**src/rtl/cu_multicycle.sv**
```systemverilog
// Multi-cycle accumulator control unit: FETCH/DECODE/MEMORY/EXEC sequencing over one
// shared memory port, with zero-branch, HALT and a memory-wait watchdog.
//
// state  | meaning
// FETCH  | read instruction at PC, latch IR on mem_ready
// DECODE | one idle cycle to select the memory or execute path
// MEMRD  | operand read for ADD/LDA, accumulator written on mem_ready
// MEMWR  | accumulator store for STA, write strobe held until mem_ready
// EXEC   | single-cycle jumps, branches and LONG sub-ops
// HALT   | stopped by STOP or a watchdog trap, left only through rst
module cu_multicycle #(
   parameter int OP_W     = 8,
   parameter int MAX_WAIT = 15
) (
   input  logic                clk,
   input  logic                rst,
   input  logic [OP_W-1:0]     instr,
   input  logic                mem_ready,
   input  logic                acc_msb,
   input  logic                acc_zero,
   output logic                mem_req,
   output logic                addr_sel,
   output logic [OP_W-4:0]     operand,
   output logic                wmem,
   output logic                wacc,
   output logic [3:0]          alu_op,
   output logic [2:0]          pc_sel,
   output logic                halted,
   output logic                err
);

   localparam int OPND_W = OP_W - 3;
   localparam logic [7:0] MAX_WAIT_C = 8'(MAX_WAIT);

   localparam logic [2:0] OPC_ADD  = 3'b000;
   localparam logic [2:0] OPC_STA  = 3'b001;
   localparam logic [2:0] OPC_LDA  = 3'b010;
   localparam logic [2:0] OPC_JMP  = 3'b011;
   localparam logic [2:0] OPC_BAN  = 3'b100;
   localparam logic [2:0] OPC_BZ   = 3'b101;
   localparam logic [2:0] OPC_LONG = 3'b111;

   typedef enum logic [2:0] {
      S_FETCH  = 3'd0,
      S_DECODE = 3'd1,
      S_MEMRD  = 3'd2,
      S_MEMWR  = 3'd3,
      S_EXEC   = 3'd4,
      S_HALT   = 3'd5
   } state_t;

   state_t            r_state;
   state_t            w_next;
   logic [OP_W-1:0]   r_ir;
   logic [7:0]        r_wait;
   logic              r_err;

   logic [2:0]        w_opc;
   logic [OPND_W-1:0] w_opnd;
   logic              w_trap;
   logic              w_mem_req;
   logic              w_addr_sel;
   logic              w_wmem;
   logic              w_wacc;
   logic [3:0]        w_alu_op;
   logic [2:0]        w_pc_sel;
   logic              w_halted;
   logic              w_timeout;

   assign w_opc     = r_ir[OP_W-1:OP_W-3];
   assign w_opnd    = r_ir[OPND_W-1:0];
   assign w_timeout = !mem_ready && (r_wait == MAX_WAIT_C);

   always_comb begin
      w_next     = r_state;
      w_trap     = 1'b0;
      w_mem_req  = 1'b0;
      w_addr_sel = 1'b0;
      w_wmem     = 1'b0;
      w_wacc     = 1'b0;
      w_alu_op   = 4'd15;
      w_pc_sel   = 3'd0;
      w_halted   = 1'b0;
      case (r_state)
         S_FETCH: begin
            w_mem_req = 1'b1;
            if (mem_ready) begin
               w_next = S_DECODE;
            end else if (w_timeout) begin
               w_next = S_HALT;
               w_trap = 1'b1;
            end
         end
         S_DECODE: begin
            case (w_opc)
               OPC_ADD, OPC_LDA: w_next = S_MEMRD;
               OPC_STA:          w_next = S_MEMWR;
               default:          w_next = S_EXEC;
            endcase
         end
         S_MEMRD: begin
            w_mem_req  = 1'b1;
            w_addr_sel = 1'b1;
            if (mem_ready) begin
               w_wacc   = 1'b1;
               w_alu_op = (w_opc == OPC_ADD) ? 4'd1 : 4'd0;
               w_pc_sel = 3'd1;
               w_next   = S_FETCH;
            end else if (w_timeout) begin
               w_next = S_HALT;
               w_trap = 1'b1;
            end
         end
         S_MEMWR: begin
            w_mem_req  = 1'b1;
            w_addr_sel = 1'b1;
            w_wmem     = 1'b1;
            if (mem_ready) begin
               w_pc_sel = 3'd1;
               w_next   = S_FETCH;
            end else if (w_timeout) begin
               w_next = S_HALT;
               w_trap = 1'b1;
            end
         end
         S_EXEC: begin
            w_next = S_FETCH;
            case (w_opc)
               OPC_JMP: w_pc_sel = 3'd2;
               OPC_BAN: w_pc_sel = acc_msb  ? 3'd2 : 3'd1;
               OPC_BZ:  w_pc_sel = acc_zero ? 3'd2 : 3'd1;
               OPC_LONG: begin
                  // Sub-op field must be exactly one-hot; anything else degrades to NOP.
                  if (w_opnd == OPND_W'(5'b00001)) begin
                     w_wacc = 1'b1; w_alu_op = 4'd2; w_pc_sel = 3'd1;
                  end else if (w_opnd == OPND_W'(5'b00010)) begin
                     w_wacc = 1'b1; w_alu_op = 4'd3; w_pc_sel = 3'd1;
                  end else if (w_opnd == OPND_W'(5'b00100)) begin
                     w_wacc = 1'b1; w_alu_op = 4'd4; w_pc_sel = 3'd1;
                  end else if (w_opnd == OPND_W'(5'b01000)) begin
                     w_wacc = 1'b1; w_alu_op = 4'd5; w_pc_sel = 3'd1;
                  end else if (w_opnd == OPND_W'(5'b10000)) begin
                     w_next = S_HALT;
                  end else begin
                     w_pc_sel = 3'd1;
                  end
               end
               default: w_pc_sel = 3'd1;
            endcase
         end
         S_HALT: begin
            w_halted = 1'b1;
         end
         default: begin
            w_next = S_FETCH;
         end
      endcase
   end

   always_ff @(posedge clk) begin
      if (rst) begin
         r_state <= S_FETCH;
         r_ir    <= '0;
         r_wait  <= 8'd0;
         r_err   <= 1'b0;
      end else begin
         r_state <= w_next;
         if (r_state == S_FETCH && mem_ready) begin
            r_ir <= instr;
         end
         if (w_trap) begin
            r_err <= 1'b1;
         end
         // Every state change clears the wait count, so each memory state starts fresh.
         if (w_next != r_state) begin
            r_wait <= 8'd0;
         end else if (!mem_ready && (r_state == S_FETCH || r_state == S_MEMRD ||
                                     r_state == S_MEMWR)) begin
            r_wait <= r_wait + 8'd1;
         end
      end
   end

   assign mem_req  = rst ? 1'b0 : w_mem_req;
   assign addr_sel = rst ? 1'b0 : w_addr_sel;
   assign operand  = rst ? '0   : w_opnd;
   assign wmem     = rst ? 1'b0 : w_wmem;
   assign wacc     = rst ? 1'b0 : w_wacc;
   assign alu_op   = rst ? 4'd0 : w_alu_op;
   assign pc_sel   = rst ? 3'd0 : w_pc_sel;
   assign halted   = rst ? 1'b0 : w_halted;
   assign err      = rst ? 1'b0 : r_err;

endmodule

```
**config.mk**
```make
export PLATFORM = sky130hd
export DESIGN_NAME = cu_multicycle
export DESIGN_NICKNAME = d
export VERILOG_FILES = /design/src/rtl/cu_multicycle.sv
export SDC_FILE = /design/constraint.sdc
export NUM_CORES = 1
export LEC_CHECK = 0
export ABC_AREA = 1
export BUFFER_PORTS_ARGS = -buffer_cell sky130_fd_sc_hd__buf_2
export CELL_PAD_IN_SITES_DETAIL_PLACEMENT = 0
export CELL_PAD_IN_SITES_GLOBAL_PLACEMENT = 2
export CORE_MARGIN = 5
export CORE_UTILIZATION = 29
export DETAILED_ROUTE_END_ITERATION = 6
export PLACE_DENSITY_LB_ADDON = 0.1
export SLEW_MARGIN = 20
export SYNTH_ARGS = -nofsm -noshare
export SYNTH_HDL_FRONTEND = slang
export SYNTH_SLANG_ARGS = --single-unit
```
**constraint.sdc**
```tcl
create_clock -name clk -period 1.8 [get_ports clk]
set_input_delay 0.18 -clock clk [delete_from_list [all_inputs] [get_ports clk]]
set_output_delay 0.18 -clock clk [all_outputs]
set_load 0.02 [all_outputs]
```
==> out/metrics.csv <==
metric;value;unit
track_usage;10.75;%
cap_violations;0;
coreArea;4414;um2
dieArea;6055;um2
start_util;30.22;%
setup-tns-final;0;ns
synth_edf_count;0;
h-tree-depth;1;
cts_max_path_buffers;2;
syn_avg_cell_area;7.020;um2
maxSlewHeadroom;65.72;%
critical_path_class;reg2out;
hold_viol;0;
clk_latency;0.25;ns
clk_pin_slew_worst_paths;0.07;ns
dieWidth;77.82;um
pwr-share-comb;33.8;%
root_buffer;clkbuf_8;
p_leak;0.7274;nW
yosysMostFrequentCell;nor2_1;
nets;234;
grt_pass1_wl;5382;um
synth_commonest_cells;35 x nor2_1, 25 x nand2_1, 20 x dfxtp_1, 20 x inv_1, 13 x nand3_1;
drtIter0Drc;26;
vias;1282;
critPathLaunch;r_ir[0]$_SDFFE_PP0P_;
fmax;0.5982;GHz
grt_max_degree;30;
wl_per_cell;11.95;um
fill_cells;499;
rr_startpoint;r_wait[0]$_SDFFE_PP0P_;
cp_max_fo;4;
pin_count;31;
cts_made_buffers;3;
grt_overflow;0;
hp-class;in2reg;
worstPathCellList;inv_1, nor2_1, o21ai_1, nor2_1, o21ai_1, a21oi_1, buf_4;
ff2ff_path_depth;8;
final_layout_size_suffix_gt1_share;33.49;%
p_clk_share;23.7;%
worstMarginPinSlew;0.5142;ns
grt_pass1_vias;1172;
avgViaCountPerCell;4.748;
cts_tree;yes;
port_buffers;29;
p_int;0.0007687;W
switching_share;37.51;%
area_delta_synth_final;19.23;%
cp-end-kind;output port;
cts-hold-fix-buffers;0;
fin_crit_sh;92.88;%
synth_top_area_share;30.02;%
synth_area_leaders;dfxtp_1 30%, nor2_1 9.8%, nand2_1 7.0%;
synth_xor_area_share;4.597;%
postCtsSetupBuffers;0;
power;0.001230;W
synth_nets;204;
instances_no_fill;270;
holdPathStages;3;
num_rows;24;
die_height;77.82;um
rsz0062_at_grt;no;
holdWs;0.1958;ns
clkSinkCount;20;
synth-seq-area-share;30.02;%
synth_top_family_by_area;simple AND/OR/NAND/NOR gates;
setup_viol;0;
antenna_found_initial;0;
totalWireLength;3227;um
final_max_slew_viol_count;0;
muxShareOfSynthArea;0.7505;%
p_seq_share;42.5;%
synth.distinct_cells;33;
slowest_delay;0.37;ns
status;finished clean;
ant_nets;0;
vdd.ir_drop.worst;0.3745;mV
cp.required;1.62;ns
cpMaxStageDelayCell;dfxtp_1;
cp.arrival;1.49;ns
place_inst;267;
synth_ff_type;dfxtp_1;
start_kind;flip-flop;
hpwl;2551;um
yosys.area_share.simple;42.31;%
power_switching;0.0004615;W
ys_ff_latch;20;
drtPass1Iterations;4;
drcViolationCount;0;
power_density;773.6;nW/um2
fin_worst_skew;0.002676;ns
n_antenna_cell;0;
synthCells;190;
syn_area;1334;um2
gp_congestion;0.7852;
yosysTopAreaCell;dfxtp_1;
hp-start;instr[2];
synth_compound_area_share;12.57;%
min_period;1.672;ns
ys_warn_count;0;
async_flop_share;0;%
synth_fa_ha_area_share;0.9381;%
-- power groups by stage --
stage	Clock, W	Sequential, W	Combinational, W
floorplan	0	0.000519	0.000319
global placement	0	0.000526	0.000407
detailed placement	0	0.000528	0.000413
CTS	0.000307	0.000518	0.000416
global route	0.000324	0.000529	0.000467
finish	0.000292	0.000522	0.000416
-- logic make-up after synthesis --
family,Yosys count
multiplexers,1
other,1
XOR/XNOR,7
AO/OA/AOI/OAI,25
flip-flops,20
adder cells (fa/ha/maj),1
buffers and inverters,29
AND/OR/NAND/NOR,106
-- final timing paths --
path,endpoint,slack [ns]
max reg2reg,r_wait[5]$_SDFFE_PP0P_,0.20
min reg2reg,r_err$_SDFFE_PP0P_,0.46
min,r_ir[2]$_SDFFE_PP0P_,0.20
max,wacc,0.13
-- state kept, by name (all words and copies together) (netlist names) --
signal	flops
r_wait	8
r_ir	8
r_state	3
r_err	1
-- cell type report --
cell class / instances / area [um2] / share of cell area [%]
Inverter: 24 / 90.09 / 5.665
Tap cell: 52 / 65.06 / 4.091
Timing Repair Buffer: 30 / 157.7 / 9.913
Clock buffer: 3 / 41.29 / 2.596
Multi-Input combinational cell: 141 / 833.3 / 52.40
Sequential cell: 20 / 402.9 / 25.33
-- routing by layer --
layer | wire length [um] | global-route usage [%] | vias up
met5 | 0 | 0 | -
met4 | 38 | 4.124 | 0
met3 | 134 | 2.199 | 4
met2 | 1443 | 16.19 | 25
met1 | 1610 | 14.94 | 582
li1 | - | - | 671
-- worst max-delay path: cells and delay by family, from the launching register on --
family          cells  cell delay, ns
flops               1            0.37
buf+inv             2            0.25
compound gates      3            0.34
simple gates        2            0.27
-- per-stage QoR --
stage          utilization [%]  worst slack [ns]  cell area (um2)
2_1_floorplan                -            0.3771             1334
3_3_place_gp             34.61            0.2986             1528
3_5_place_dp             34.61            0.1910             1528
4_1_cts                  35.54           0.02814             1569
5_1_grt                  36.03          0.004829             1590
6_report                 36.03            0.1282             1590
-- cell usage in the layout, fill, tap and decap left out --
cell	synthesis	layout
nor2_1	35	34
buf_2	1	27
nand2_1	25	25
inv_1	20	18
dfxtp_1	20	18
nand3_1	13	13
a211oi_1	10	10
nor2_2	8	9
nor3_2	8	9
nand2_2	7	7
inv_2	3	5
a21oi_1	4	4
xor2_1	4	4
o21ai_0	5	3
o21ai_1	1	3
xnor2_1	3	3
clkbuf_8	0	3
buf_4	1	3
nand4_1	2	2
nor3_1	3	2
nand3_4	2	2
o21ai_2	2	2
dfxtp_2	0	2
a22o_1	1	1
a221oi_2	0	1
o211ai_1	1	1
nor3_4	1	1
nand3_2	1	1
mux2i_1	1	1
nand2_4	1	1
clkinv_1	1	1
ha_1	1	1
conb_1	1	1
-- what timing repair did --
item	CTS	global route
endpoints found under the setup margin	0	3
gates resized for setup	0	11
endpoints found under the hold margin	0	0
Power figures use the tool's default switching activity.
